$ cat config.mk
export PLATFORM = sky130hd
export DESIGN_NAME = uart_cmd_rx
export DESIGN_NICKNAME = d
export VERILOG_FILES = /design/src/rtl/uart_cmd_pkg.sv /design/src/rtl/uart_rx_byte.sv /design/src/rtl/uart_cmd_rx.sv
export SDC_FILE = /design/constraint.sdc
export NUM_CORES = 1
export LEC_CHECK = 0
export BUFFER_PORTS_ARGS = -buffer_cell sky130_fd_sc_hd__buf_2
export CORE_MARGIN = 2
export CORE_UTILIZATION = 25
export CTS_BUF_LIST = sky130_fd_sc_hd__clkbuf_4 sky130_fd_sc_hd__clkbuf_8
export CTS_CLUSTER_DIAMETER = 200
export DETAILED_ROUTE_END_ITERATION = 7
export MAX_ROUTING_LAYER = met4
export RECOVER_POWER = 50
export SLEW_MARGIN = 20
export SYNTH_ARGS = -nofsm -noshare
export SYNTH_HDL_FRONTEND = slang
export SYNTH_SLANG_ARGS = --single-unit
$ cat constraint.sdc
create_clock -name sys_clk_i -period 1.91 [get_ports sys_clk_i]
set_input_delay 0.191 -clock sys_clk_i [delete_from_list [all_inputs] [get_ports sys_clk_i]]
set_output_delay 0.191 -clock sys_clk_i [all_outputs]
set_load 0.01 [all_outputs]
$ cat src/rtl/uart_cmd_pkg.sv
// ---------------------------------------------------------------------------
// uart_cmd_pkg
// Shared constants and state encodings for the debug UART command receiver.
//   SYNC_BYTE   : first byte of every 4-byte command frame
//   MAX_X/MAX_Y : largest legal column / row value
//   rx_state_e  : byte-level receiver FSM states
//   dec_state_e : command decoder FSM states
// ---------------------------------------------------------------------------
package uart_cmd_pkg;

    localparam logic [7:0] SYNC_BYTE = 8'hAA;
    localparam logic [7:0] MAX_X     = 8'd39;
    localparam logic [7:0] MAX_Y     = 8'd29;

    typedef enum logic [2:0] {
        IDLE,
        START,
        DATA,
        PARITY,
        STOP
    } rx_state_e;

    typedef enum logic [1:0] {
        HUNT,
        GOT_SYNC,
        GOT_X,
        GOT_Y
    } dec_state_e;

endpackage

$ cat src/rtl/uart_rx_byte.sv
// ---------------------------------------------------------------------------
// uart_rx_byte
// Serial byte receiver: 2-FF synchronizer, start/data/stop FSM, bit counter.
// Frame is 8N1 by default; with UART_CMD_RX_PARITY_EN defined it is 8E1 and
// a parity mismatch is reported through frame_err instead of rx_valid.
// Ports:
//   sys_clk_i   in   system clock
//   sys_rst_n_i in   synchronous active-low reset
//   uart_rx     in   asynchronous serial line, idles high
//   rx_data     out  last good byte received
//   rx_valid    out  one-cycle strobe, rx_data valid
//   frame_err   out  one-cycle strobe, bad stop bit (or bad parity)
// ---------------------------------------------------------------------------
module uart_rx_byte
    import uart_cmd_pkg::*;
#(
    parameter int DIV = 104
) (
    input  logic       sys_clk_i,
    input  logic       sys_rst_n_i,
    input  logic       uart_rx,
    output logic [7:0] rx_data,
    output logic       rx_valid,
    output logic       frame_err
);

    localparam int            CW        = $clog2(DIV);
    localparam logic [CW-1:0] HALF_LOAD = CW'(DIV / 2 - 1);
    localparam logic [CW-1:0] FULL_LOAD = CW'(DIV - 1);

    logic          sync1_q, rxs_q, rxs_prev_q;
    rx_state_e     state_q, state_d;
    logic [CW-1:0] cnt_q, cnt_d;
    logic [2:0]    bit_idx_q, bit_idx_d;
    logic [7:0]    shift_q, shift_d;
    logic          parity_err_q, parity_err_d;
    logic [7:0]    rx_data_q, rx_data_d;
    logic          rx_valid_q, rx_valid_d;
    logic          frame_err_q, frame_err_d;
    logic          expired;

    // NOTE: state flops use non-blocking assignments only; the reset branch
    // sits inside the clocked block, so reset is synchronous.
    always_ff @(posedge sys_clk_i) begin
        if (!sys_rst_n_i) begin
            // Synchronizer resets to the idle line level so no false start.
            sync1_q      <= 1'b1;
            rxs_q        <= 1'b1;
            rxs_prev_q   <= 1'b1;
            state_q      <= IDLE;
            cnt_q        <= '0;
            bit_idx_q    <= '0;
            shift_q      <= '0;
            parity_err_q <= 1'b0;
            rx_data_q    <= '0;
            rx_valid_q   <= 1'b0;
            frame_err_q  <= 1'b0;
        end else begin
            sync1_q      <= uart_rx;
            rxs_q        <= sync1_q;
            rxs_prev_q   <= rxs_q;
            state_q      <= state_d;
            cnt_q        <= cnt_d;
            bit_idx_q    <= bit_idx_d;
            shift_q      <= shift_d;
            parity_err_q <= parity_err_d;
            rx_data_q    <= rx_data_d;
            rx_valid_q   <= rx_valid_d;
            frame_err_q  <= frame_err_d;
        end
    end

    assign expired = (cnt_q == '0);

    // NOTE: every signal written here gets a default first, so no latches.
    always_comb begin
        state_d      = state_q;
        cnt_d        = cnt_q;
        bit_idx_d    = bit_idx_q;
        shift_d      = shift_q;
        parity_err_d = parity_err_q;
        rx_data_d    = rx_data_q;
        rx_valid_d   = 1'b0;
        frame_err_d  = 1'b0;

        // The counter free-runs down in every busy state; expiry reloads it.
        if (state_q != IDLE && !expired) begin
            cnt_d = cnt_q - 1'b1;
        end

        case (state_q)
            IDLE: begin
                if (rxs_prev_q && !rxs_q) begin
                    state_d = START;
                    cnt_d   = HALF_LOAD;
                end
            end
            START: begin
                // Mid-start-bit re-check rejects short glitches.
                if (expired) begin
                    if (rxs_q) begin
                        state_d = IDLE;
                    end else begin
                        state_d      = DATA;
                        cnt_d        = FULL_LOAD;
                        bit_idx_d    = '0;
                        parity_err_d = 1'b0;
                    end
                end
            end
            DATA: begin
                if (expired) begin
                    shift_d = {rxs_q, shift_q[7:1]};
                    cnt_d   = FULL_LOAD;
                    if (bit_idx_q == 3'd7) begin
`ifdef UART_CMD_RX_PARITY_EN
                        state_d = PARITY;
`else
                        state_d = STOP;
`endif
                    end else begin
                        bit_idx_d = bit_idx_q + 3'd1;
                    end
                end
            end
            PARITY: begin
`ifdef UART_CMD_RX_PARITY_EN
                if (expired) begin
                    // Even parity: data plus parity bit must have even weight.
                    parity_err_d = ^{shift_q, rxs_q};
                    state_d      = STOP;
                    cnt_d        = FULL_LOAD;
                end
`else
                state_d = IDLE;
`endif
            end
            STOP: begin
                if (expired) begin
                    state_d = IDLE;
                    if (rxs_q && !parity_err_q) begin
                        rx_valid_d = 1'b1;
                        rx_data_d  = shift_q;
                    end else begin
                        frame_err_d = 1'b1;
                    end
                end
            end
            default: state_d = IDLE;
        endcase
    end

    assign rx_data   = rx_data_q;
    assign rx_valid  = rx_valid_q;
    assign frame_err = frame_err_q;

endmodule

$ cat src/rtl/uart_cmd_rx.sv
// ---------------------------------------------------------------------------
// uart_cmd_rx
// Debug UART receive path: byte receiver plus decoder for the 4-byte command
// frame (0xAA, x, y, z). Emits a registered read request with a strobe, raw
// byte taps and error strobes. Optional 8E1 framing: UART_CMD_RX_PARITY_EN.
// Ports:
//   sys_clk_i   in   12 MHz system clock
//   sys_rst_n_i in   synchronous active-low reset
//   uart_rx     in   asynchronous serial input, idles high
//   rx_data     out  last received byte
//   rx_valid    out  byte strobe
//   frame_err   out  framing (or parity) error strobe
//   cmd_x/y/z   out  decoded column / row / byte lane, held between strobes
//   cmd_valid   out  command strobe
//   cmd_err     out  range error or inter-byte timeout strobe
// ---------------------------------------------------------------------------
module uart_cmd_rx
    import uart_cmd_pkg::*;
#(
    parameter int CLK_HZ       = 12000000,
    parameter int BAUD         = 115200,
    parameter int TIMEOUT_BITS = 16
) (
    input  logic       sys_clk_i,
    input  logic       sys_rst_n_i,
    input  logic       uart_rx,
    output logic [7:0] rx_data,
    output logic       rx_valid,
    output logic       frame_err,
    output logic [5:0] cmd_x,
    output logic [4:0] cmd_y,
    output logic [1:0] cmd_z,
    output logic       cmd_valid,
    output logic       cmd_err
);

    localparam int            DIV       = CLK_HZ / BAUD;
    localparam int            TO_CYCLES = TIMEOUT_BITS * DIV;
    localparam int            TW        = $clog2(TO_CYCLES + 1);
    localparam logic [TW-1:0] TO_LAST   = TW'(TO_CYCLES - 1);

    dec_state_e    dec_state_q, dec_state_d;
    logic [TW-1:0] idle_cnt_q, idle_cnt_d;
    logic [5:0]    x_tmp_q, x_tmp_d;
    logic [4:0]    y_tmp_q, y_tmp_d;
    logic [5:0]    cmd_x_q, cmd_x_d;
    logic [4:0]    cmd_y_q, cmd_y_d;
    logic [1:0]    cmd_z_q, cmd_z_d;
    logic          cmd_valid_q, cmd_valid_d;
    logic          cmd_err_q, cmd_err_d;
    logic          range_ok;

    uart_rx_byte #(
        .DIV (DIV)
    ) u_rx_byte (
        .sys_clk_i   (sys_clk_i),
        .sys_rst_n_i (sys_rst_n_i),
        .uart_rx     (uart_rx),
        .rx_data     (rx_data),
        .rx_valid    (rx_valid),
        .frame_err   (frame_err)
    );

    always_ff @(posedge sys_clk_i) begin
        if (!sys_rst_n_i) begin
            dec_state_q <= HUNT;
            idle_cnt_q  <= '0;
            x_tmp_q     <= '0;
            y_tmp_q     <= '0;
            cmd_x_q     <= '0;
            cmd_y_q     <= '0;
            cmd_z_q     <= '0;
            cmd_valid_q <= 1'b0;
            cmd_err_q   <= 1'b0;
        end else begin
            dec_state_q <= dec_state_d;
            idle_cnt_q  <= idle_cnt_d;
            x_tmp_q     <= x_tmp_d;
            y_tmp_q     <= y_tmp_d;
            cmd_x_q     <= cmd_x_d;
            cmd_y_q     <= cmd_y_d;
            cmd_z_q     <= cmd_z_d;
            cmd_valid_q <= cmd_valid_d;
            cmd_err_q   <= cmd_err_d;
        end
    end

    always_comb begin
        dec_state_d = dec_state_q;
        x_tmp_d     = x_tmp_q;
        y_tmp_d     = y_tmp_q;
        cmd_x_d     = cmd_x_q;
        cmd_y_d     = cmd_y_q;
        cmd_z_d     = cmd_z_q;
        cmd_valid_d = 1'b0;
        cmd_err_d   = 1'b0;

        // Range rule for the byte expected in the current state.
        case (dec_state_q)
            GOT_SYNC: range_ok = (rx_data <= MAX_X);
            GOT_X:    range_ok = (rx_data <= MAX_Y);
            GOT_Y:    range_ok = (rx_data[7:2] == 6'd0);
            default:  range_ok = 1'b0;
        endcase

        // Idle gap counter only runs while a packet is partially received.
        if (dec_state_q == HUNT || rx_valid) begin
            idle_cnt_d = '0;
        end else begin
            idle_cnt_d = idle_cnt_q + 1'b1;
        end

        if (frame_err) begin
            dec_state_d = HUNT;
        end else if (rx_valid) begin
            if (dec_state_q == HUNT) begin
                if (rx_data == SYNC_BYTE) begin
                    dec_state_d = GOT_SYNC;
                end
            end else if (range_ok) begin
                case (dec_state_q)
                    GOT_SYNC: begin
                        x_tmp_d     = rx_data[5:0];
                        dec_state_d = GOT_X;
                    end
                    GOT_X: begin
                        y_tmp_d     = rx_data[4:0];
                        dec_state_d = GOT_Y;
                    end
                    default: begin
                        cmd_x_d     = x_tmp_q;
                        cmd_y_d     = y_tmp_q;
                        cmd_z_d     = rx_data[1:0];
                        cmd_valid_d = 1'b1;
                        dec_state_d = HUNT;
                    end
                endcase
            end else begin
                // A rejected sync byte is treated as the start of a new frame.
                cmd_err_d   = 1'b1;
                dec_state_d = (rx_data == SYNC_BYTE) ? GOT_SYNC : HUNT;
            end
        end else if (dec_state_q != HUNT && idle_cnt_q == TO_LAST) begin
            cmd_err_d   = 1'b1;
            dec_state_d = HUNT;
        end
    end

    assign cmd_x     = cmd_x_q;
    assign cmd_y     = cmd_y_q;
    assign cmd_z     = cmd_z_q;
    assign cmd_valid = cmd_valid_q;
    assign cmd_err   = cmd_err_q;

endmodule

### Word-level counts from Yosys, hierarchy flattened

Cells that the tools add are included.

* output and inout bits: 25
* logic and storage cells: 107
* bits of input ports: 3
* flip-flop bits (word level): 73

* bitwise logic cells: 6
* add/sub/neg operators: 3
* eq/ne operators: 17
* magnitude comparators: 2
* reductions and logical operators: 27
* mux-type cells: 33

Operators by type and width (count)
* $mux W7: 5
* $mux W3: 9
* $reduce_and A5 Y1: 5
* $pmux W7 S3: 1
* $mux W2: 6
* $pmux W3 S4: 1
* $add A11 B1 Y11 const B: 1
* $eq A11 B11 Y1 const B: 1
* $ne A2 B1 Y1 const B: 5
* $eq A8 B8 Y1 const B: 1
* $le A8 B5 Y1 const B: 1
* $le A8 B6 Y1 const B: 1
* $mux W1: 8
* $logic_not A7 Y1: 1
* $sub A7 B1 Y7 const B: 1
* $eq A3 B3 Y1 const B: 2
* $logic_not A6 Y1: 1
* $not A1 Y1: 6
* $pmux W3 S2: 1
* $reduce_and A3 Y1: 2
* $reduce_bool A2 Y1: 3
* $reduce_or A2 Y1: 3
* $reduce_or A5 Y1: 1
* $eq A2 B2 Y1 const B: 2
* 15 further kinds: 20

### Logic depth before layout (Yosys ltp)

Gate-level depths: netlist of run 1.

* depth in word-level cells: 7
* depth in mapped cells: 8
* gate-level depth less buffers: 7

### Hierarchy

From an unflattened synthesis of run 1, not the netlist that was laid out.

* cell total of the unflattened synthesis: 347
* area, all modules: 3221.8 sq um

Modules (own cells, without submodules)
* uart_cmd_rx: sequential area each 780.7 sq um, cells an instance 189, times used 1, area each 1689.1 sq um
* uart_rx_byte: sequential area each 680.7 sq um, cells an instance 158, times used 1, area each 1532.7 sq um

### Least setup slack after synthesis of run 1

No wires, ideal clock.

* path type: register to register
* start: reg dec_state_q[0]
* end: reg cmd_x_q[0] (netlist: cmd_x[0])
* setup slack: 56 ps
* period minus slack after synthesis: 1854 ps
* buffers on the path: 1
* arrival: 1783 ps
* setup time: 72 ps
* cell stages (with the launch flop): 9
* required time: 1838 ps
* cells stage by stage: dfxtp_1 > inv_1 > ha_1 > nor3_1 > nand2_1 > nor3_1 > nor3b_2 > buf_6 > mux2i_1

* longest elaborated chain between the ends: 4
* elaborated cells on any way between the ends: 9
* those cells by class: 3 x eq/ne; 1 x mux; 2 x bitwise; 3 x reduce/logical

Ends and longest elaborated chain
* start, declared: line uart_cmd_rx.sv:42 `dec_state_e dec_state_q, dec_state_d;`
* start signal, assigned: line uart_cmd_rx.sv:76 `dec_state_q <= dec_state_d;`
* branches (longest 3 deep; another with $pmux W1 S3)
* $reduce_and A5 Y1 (no source line) (*)
* end signal, assigned: line uart_cmd_rx.sv:80 `cmd_x_q <= cmd_x_d;`
* end, declared: line uart_cmd_rx.sv:46 `logic [5:0] cmd_x_q, cmd_x_d;`

Every way passes the cells marked *.
A chain may end at the register's enable or synchronous reset.

### Worst setup path after layout of run 1

* start: reg u_rx_byte.cnt_q[0]
* end: reg u_rx_byte.shift_q[6]

* longest elaborated chain between the ends: 2

Ends and longest elaborated chain
* start, declared: line uart_rx_byte.sv:33 `logic [CW-1:0] cnt_q, cnt_d;`
* start signal, assigned: line uart_rx_byte.sv:63 `cnt_q <= cnt_d;`
* $logic_not A7 Y1: line uart_rx_byte.sv:73 `assign expired = (cnt_q == '0);`
* $reduce_and A2 Y1 (no source line)
* end signal, assigned: line uart_rx_byte.sv:65 `shift_q <= shift_d;`
* end, declared: line uart_rx_byte.sv:35 `logic [7:0] shift_q, shift_d;`

No other way between the ends.

==> metrics.md, run 1 <==
| Metric | Value |
|---|---|
| RR Endpoint | `u_rx_byte.shift_q[6]` |
| Unrepaired setup endpoints after global routing | `yes` |
| Fin area | `3744 um^2` |
| Total global-route track usage | `10.83%` |
| Initial antenna violation count | `0` |
| Startpoint types | `flop` |
| Design Power | `2.975 mW` |
| Critical Path Fanout Max | `8` |
| Wire per inst | `11.99 um` |
| Async SR Flop Fraction | `0%` |
| Setup crit end kind | `flop` |
| Die width | `115.7 um` |
| CTS Buf Count | `9` |
| Lkg Pwr | `1.401 nW` |
| Antenna Violating Nets Remaining | `0` |
| Port Buf Inserts | `27` |
| Final Cycle Share | `99.95%` |
| H-tree levels | `3` |
| Synth warn | `0` |
| Worst hold path type | `in -> reg` |
| Syn avg cell area | `9.276 um^2` |
| Iter 0 DRT Violations | `146` |
| Reg2reg setup slack | `0.001 ns` |
| Hpwl dp | `4766 um` |
| Distinct cells, synth | `49` |
| Hold Slack | `0.02271 ns` |
| Post-route DRC | `0` |
| Final hold vios | `0` |
| Max-cap violations | `0` |
| Synth Cell Area | `3117 um^2` |
| N_diodes | `0` |
| Clock skew | `0.007365 ns` |
| Worst Setup Path Type | `reg -> reg` |
| Crit path DAT | `2.15 ns` |
| CTS root buffer | `clkbuf_8` |
| Yosys top cell area share | `46.89%` |
| Via-to-Cell Ratio | `4.523` |
| Pre-CTS setup slack | `-0.006471 ns` |
| Most area-consuming cells after synthesis | `dfxtp_1, mux2i_1, nor2_1` |
| Setup ws final | `0.001036 ns` |
| Reg2reg path depth | `7` |
| Hold Path End | `u_rx_byte.sync1_q` |
| Reg2reg start | `u_rx_byte.cnt_q[0]` |
| Drt pass-1 iters | `4` |
| P per Cell Area | `794.6 nW/um^2` |
| Post-synth top flop | `dfxtp_1` |
| Starting Density | `25.73%` |
| Hold Path Depth | `2` |
| DP Area | `3511 um^2` |
| Clock Latency Late Sink | `0.35 ns` |
| Core footprint | `12110 um^2` |
| First-pass GRT wire length | `11070 um` |
| Critical Path RT | `2.15 ns` |
| Crit path time final | `1.909 ns` |
| Yosys reg bits | `73` |
| Clock sink count | `73` |
| Final Slew Violations | `0` |
| Synth Instances | `336` |
| Peak Freq | `523.8 MHz` |
| Peak supply drop | `288.3 uV` |
| Largest area contributor in the netlist | `dfxtp_1` |
| Sequential-to-total area share from yosys stat | `46.89%` |
| DRT Wirelength | `6606 um` |
| Clk slew on worst S/H paths | `0.07 ns` |
| DIE HEIGHT | `115.7 um` |
| Clk buf depth | `2` |
| Worst Tran Pin Value | `1.155 ns` |
| Largest net degree at the start of global routing | `29` |
| Die ar. | `13380 um^2` |
| Most common cell after layout, fill and taps aside | `dfxtp_1` |
| Row Count | `40` |
| Status | `completed` |
| Synth Net Count | `348` |
| I/O pin cnt | `28` |
| Number of setup violations in the final report | `0` |
| Number of global-route vias before repair | `2387` |
| P&R area growth vs syn | `20.11%` |
| Worst hold start | `uart_rx` |
| Most frequent cells in the layout | `dfxtp_1, nor2_1, nand2_1, mux2i_1, clkbuf_1` |
| Via count | `2492` |
| Share of cells above drive strength 1 | `13.58%` |
| Fin nets | `390` |
| Gp weighted congestion | `0.8302` |
| Grt ovf | `0` |
| CTS tree | `done` |
| Normalized max-slew margin | `22.98%` |
| Post-synth EDFFs | `0` |
## routing by layer
layer	part of all wire [%]	track usage, %	up-vias
met2	48	18.01	58
met1	45	11.97	1172
met5	0	-	-
li1	-	-	1252
met3	5.3	3.609	10
met4	1.8	4.365	0
## what timing repair did
item | 4_1_cts | 5_1_grt
pin swaps | 0 | 7
endpoints found under the setup margin | 4 | 35
resized for setup | 1 | 14
buffers inserted | 0 | 2
hold buffers | 0 | 0
## how the worst max path moves through the flow
stage                       start                    to  slack, ns  cells after the start
2_1_floorplan      dec_state_q[0]              cmd_x[0]       0.06                      8
3_3_place_gp   u_rx_byte.cnt_q[1]  u_rx_byte.shift_q[6]       0.08                      7
3_5_place_dp   u_rx_byte.cnt_q[1]  u_rx_byte.shift_q[0]     -0.006                      7
4_1_cts        u_rx_byte.cnt_q[1]  u_rx_byte.shift_q[6]      0.005                      7
5_1_grt        u_rx_byte.cnt_q[0]  u_rx_byte.shift_q[4]      -0.10                      7
6_report       u_rx_byte.cnt_q[0]  u_rx_byte.shift_q[6]      0.001                      7
## critical path: stages (launching register included)
cell	delay [ns]
dfxtp_2	0.32
inv_2	0.08
ha_4	0.13
or4b_4	0.50
nor4_4	0.32
buf_6	0.19
mux2i_1	0.20
nor2_1	0.06
## final cells by class
type                       count  area (um^2)
inverter                      11        41.29
fill                        1303         8368
clock buffer                  11        151.4
tap                          168        210.2
timing repair buffer          46        251.5
sequential                    73         1464
multi-input combinational    237         1572
clock inverter                 5        53.80
## state kept, by name (all words and copies together), names as in the netlist
name,count
u_rx_byte.bit_idx_q,3
u_rx_byte.rx_valid,1
u_rx_byte.shift_q,8
u_rx_byte.rxs_prev_q,1
cmd_valid,1
cmd_z,2
y_tmp_q,5
cmd_x,6
u_rx_byte.rx_data,8
u_rx_byte.state_q,3
u_rx_byte.rxs_q,1
x_tmp_q,6
u_rx_byte.frame_err,1
u_rx_byte.sync1_q,1
idle_cnt_q,11
cmd_y,5
cmd_err,1
dec_state_q,2
u_rx_byte.cnt_q,7
## power by group
part | internal, mW | switching, mW
logic | 0.0862 | 0.114
registers | 1.54 | 0.0125
clock network | 0.669 | 0.556
## logic make-up after synthesis
family | share of synthesized area [%]
fa+ha+maj | 3.613
mux | 9.635
buf+inv | 3.854
simple gates | 23.40
flops | 46.89
xor+xnor | 3.934
compound gates | 8.672
## Yosys cell counts (2+ instances only)
master      n
nor4_1      3
a21o_1      3
o21ai_0    17
and3_1      6
and4_1      3
buf_6       2
nand4_1     2
a31oi_1     2
nand4b_1    2
a22oi_1     2
nand3_1    20
a21oi_1     8
buf_2       2
nand2b_1    6
inv_1      10
nor3_1      8
xnor2_1     5
nor2_1     40
dfxtp_1    73
ha_1        9
clkbuf_1    9
nand2_1    36
xor2_1      9
nor4b_1     2
a221oi_1    2
or3_1       2
mux2i_1    30
o2bb2ai_1   2
## stage by stage
step / instances / TNS (ns) / util, %
final: 551 / 0 / 30.91
after global routing: 551 / -0.6525 / 30.91
after CTS: 549 / 0 / 30.71
after detailed placement: 533 / -0.006471 / 28.99
after global placement: 533 / 0 / 28.99
after floorplan: 336 / 0 / -
No activity file was read; power rests on OpenSTA's default activity.
==> inputs of run 2 (changes only) <==
Settings changed: CAP_MARGIN set to 10, SYNTH_HIERARCHICAL set to 1.
==> run 2 against run 1 <==
Maximum frequency rose by 3.7%. Hold slack gained 0.17 ns. Flip-flop and latch count is the same. Critical endpoint is now cmd_y[4]. Largest power group unchanged.
==> metrics.md, run 2 <==
| Metric | Value |
|---|---|
| Status | `completed (unchanged)` |
| Wire per inst | `12.12 um (was 11.99 um)` |
| Reg2reg start | `dec_state_q[0] (was u_rx_byte.cnt_q[0])` |
| Drt pass-1 iters | `4 (unchanged)` |
| H-tree levels | `3 (unchanged)` |
| Number of setup violations in the final report | `0 (unchanged)` |
| Biggest register | `idle_cnt_q (unchanged)` |
| Critical Path RT | `2.19 ns (was 2.15 ns)` |
| Peak supply drop | `607.1 uV (was 288.3 uV)` |
| Worst Setup Path Type | `reg -> reg (unchanged)` |
| Post-synth top flop | `dfxtp_1 (unchanged)` |
| Hpwl dp | `4738 um (was 4766 um)` |
| CTS tree | `done (unchanged)` |
| Fin area | `3924 um^2 (was 3744 um^2)` |
| Lkg Pwr | `1.497 nW (was 1.401 nW)` |
| Hold Path Depth | `2 (unchanged)` |
| Yosys top cell area share | `45.36% (was 46.89%)` |
| Synth Instances | `347 (was 336)` |
| Fin nets | `401 (was 390)` |
| RR Endpoint | `cmd_y[4] (was u_rx_byte.shift_q[6])` |
| Total area of sequential cells | `1463 um^2 (was 1464 um^2)` |
| Setup ws final | `0.06862 ns (was 0.001036 ns)` |
| FILL cells | `1380 (was 1303)` |
| Crit path DAT | `2.12 ns (was 2.15 ns)` |
| DP Area | `3630 um^2 (was 3511 um^2)` |
| CP Cell Sequence | `inv_1 -> ha_2 -> nor4b_4 -> nand2_2 -> nor4_4 -> buf_4 -> buf_12 -> mux2i_1 (was inv_2 -> ha_4 -> or4b_4 -> nor4_4 -> buf_6 -> mux2i_1 -> nor2_1)` |
| Slowest-stage cell, CP | `dfxtp_1 (was or4b_4)` |
| Synth Net Count | `359 (was 348)` |
| Final Cycle Share | `96.41% (was 99.95%)` |
| Distinct cells, synth | `47 (was 49)` |
| Starting Density | `25.53% (was 25.73%)` |
| Worst Tran Pin Value | `0.5537 ns (was 1.155 ns)` |
| Synth Cell Area | `3222 um^2 (was 3117 um^2)` |
| Synth warn | `6 (was 0)` |
| First-pass GRT wire length | `11430 um (was 11070 um)` |
| Yosys reg bits | `73 (unchanged)` |
| Post-route setup TNS | `0 ns (unchanged)` |
| Gp weighted congestion | `0.8498 (was 0.8302)` |
| P per Cell Area | `816.6 nW/um^2 (was 794.6 nW/um^2)` |
| Pre-CTS setup slack | `0.01728 ns (was -0.006471 ns)` |
| Clk buf depth | `2 (unchanged)` |
| Routing usage on met3 | `3.343% (was 3.609%)` |
| Peak Freq | `543.1 MHz (was 523.8 MHz)` |
| Antenna Violating Nets Remaining | `0 (unchanged)` |
| WP buf/inv | `3 (was 2)` |
| Most frequent cells in the layout | `dfxtp_1, mux2i_1, nand2_1, nor2_1, clkbuf_1 (was dfxtp_1, nor2_1, nand2_1, mux2i_1, clkbuf_1)` |
| Sequential-to-total area share from yosys stat | `45.36% (was 46.89%)` |
| Top cells by count, synth | `dfxtp_1, mux2i_1, nand2_1 (was dfxtp_1, nor2_1, nand2_1)` |
| Clk slew on worst S/H paths | `0.08 ns (was 0.07 ns)` |
| Startpoint types | `flop (unchanged)` |
| Total global-route track usage | `10.50% (was 10.83%)` |
| Clock Latency Late Sink | `0.35 ns (about the same)` |
| DRT Wirelength | `6859 um (was 6606 um)` |
| CTS Buf Count | `9 (unchanged)` |
| Family with the most delay on the worst path | `simple AND/OR/NAND/NOR gates (unchanged)` |
| Final std cells w/o fill | `566 (was 551)` |
| Worst hold path type | `in -> reg (unchanged)` |
| Reg2reg path depth | `8 (was 7)` |
| Final hold vios | `0 (unchanged)` |
| Design Power | `3.204 mW (was 2.975 mW)` |
| Most area-consuming cells after synthesis | `dfxtp_1, mux2i_1, nand2_1 (was dfxtp_1, mux2i_1, nor2_1)` |
| Clock skew | `0.007981 ns (was 0.007365 ns)` |
| Reg2reg setup slack | `0.07 ns (was 0.001 ns)` |
| Largest area contributor in the netlist | `dfxtp_1 (unchanged)` |
| Top Registers | `idle_cnt_q x11, u_rx_byte/rx_data x8, u_rx_byte/shift_q x8 (was idle_cnt_q x11, u_rx_byte.rx_data x8, u_rx_byte.shift_q x8)` |
| Post-synth EDFFs | `0 (unchanged)` |
| P&R area growth vs syn | `21.79% (was 20.11%)` |
| Initial antenna violation count | `0 (unchanged)` |
| Number of global-route vias before repair | `2378 (was 2387)` |
| Setup crit end kind | `flop (unchanged)` |
| Grt ovf | `0 (unchanged)` |
| GR Layer Usage met1 | `13.12% (was 11.97%)` |
| Post-route DRC | `0 (unchanged)` |
| Max incr delay on CP | `0.34 ns (was 0.50 ns)` |
| N_diodes | `0 (unchanged)` |
| Cell with the most instances after synthesis | `dfxtp_1 (unchanged)` |
| Max-cap violations | `0 (unchanged)` |
| Via count | `2526 (was 2492)` |
| Die ar. | `13810 um^2 (was 13380 um^2)` |
| Critical Path Fanout Max | `7 (was 8)` |
| Final Slew Violations | `0 (unchanged)` |
| Syn avg cell area | `9.285 um^2 (was 9.276 um^2)` |
| DIE HEIGHT | `117.5 um (was 115.7 um)` |
| Area of the multi-input gates | `1684 um^2 (was 1572 um^2)` |
| Crit path time final | `1.841 ns (was 1.909 ns)` |
| Max reg flops | `11 (unchanged)` |
| Via-to-Cell Ratio | `4.463 (was 4.523)` |
| Die width | `117.5 um (was 115.7 um)` |
| Clock sink count | `73 (unchanged)` |
| Most common cell after layout, fill and taps aside | `dfxtp_1 (unchanged)` |
| Most Crowded Layer GR | `met2 (unchanged)` |
| Iter 0 DRT Violations | `101 (was 146)` |
| Met2 Usage GRT | `15.94% (was 18.01%)` |
| Largest net degree at the start of global routing | `41 (was 29)` |
| Share of cells above drive strength 1 | `13.20% (was 13.58%)` |
| Hold Path End | `u_rx_byte/sync1_q (was u_rx_byte.sync1_q)` |
| CTS root buffer | `clkbuf_8 (unchanged)` |
| Placed Cells | `545 (was 533)` |
| Port Buf Inserts | `27 (unchanged)` |
| Worst hold start | `sys_rst_n_i (was uart_rx)` |
| Core footprint | `12620 um^2 (was 12110 um^2)` |
| I/O pin cnt | `28 (unchanged)` |
| Normalized max-slew margin | `62.89% (was 22.98%)` |
| Row Count | `41 (was 40)` |
| Async SR Flop Fraction | `0% (unchanged)` |
-- run 2: how the worst max path moves through the flow --
stage	startpoint	endpoint	slack [ns]	cells past startpoint
floorplan	dec_state_q[0]	cmd_y[2]	0.02	7
global placement	u_rx_byte/cnt_q[0]	u_rx_byte/cnt_q[2]	0.05	7
detailed placement	u_rx_byte/cnt_q[0]	u_rx_byte/cnt_q[2]	0.02	7
CTS	dec_state_q[1]	y_tmp_q[3]	0.02	8
global route	dec_state_q[1]	cmd_y[4]	-0.04	8
finish	dec_state_q[0]	cmd_y[4]	0.07	8
-- run 2: logic make-up after synthesis --
group / synth area share [%]
xor+xnor: 2.446
flops: 45.36
simple gates: 24.19
fa+ha+maj: 3.495
compound gates: 8.427
buf+inv: 3.961
mux: 12.12
-- run 2: metal layers --
metal  share of wire [%]  wire length (um)
met1                  49              3367
met2                  46              3188
met3                 3.3               228
met4                 1.1                75
met5                   0                 0
-- run 2: layout make-up --
cell class	count	area share (%)
Tap cell	172	5.485
Timing Repair Buffer	47	7.366
Clock inverter	6	2.296
Clock buffer	10	3.508
Inverter	12	1.148
Sequential cell	73	37.28
Multi-Input combinational cell	246	42.92
-- run 2: stage by stage --
step	hold slack [ns]	utilization, %
2_1_floorplan	0.2640	-
3_3_place_gp	0.3774	28.76
3_5_place_dp	0.3766	28.76
4_1_cts	0.1729	30.71
5_1_grt	0.2022	31.09
6_report	0.1913	31.09
-- run 2: what timing repair did --
item / 4_1_cts / 5_1_grt
pin swaps: 0 / 4
resized for setup: 0 / 10
hold buffers: 1 / 0
buffers inserted: 1 / 2
gates cloned: 0 / 1
hold endpoints to repair: 1 / 0
setup endpoints to repair: 1 / 30
-- run 2: where the power goes --
group	internal, mW	total [mW]	switching (mW)
combinational	0.117	0.276	0.159
clock	0.775	1.36	0.589
sequential	1.54	1.56	0.0221
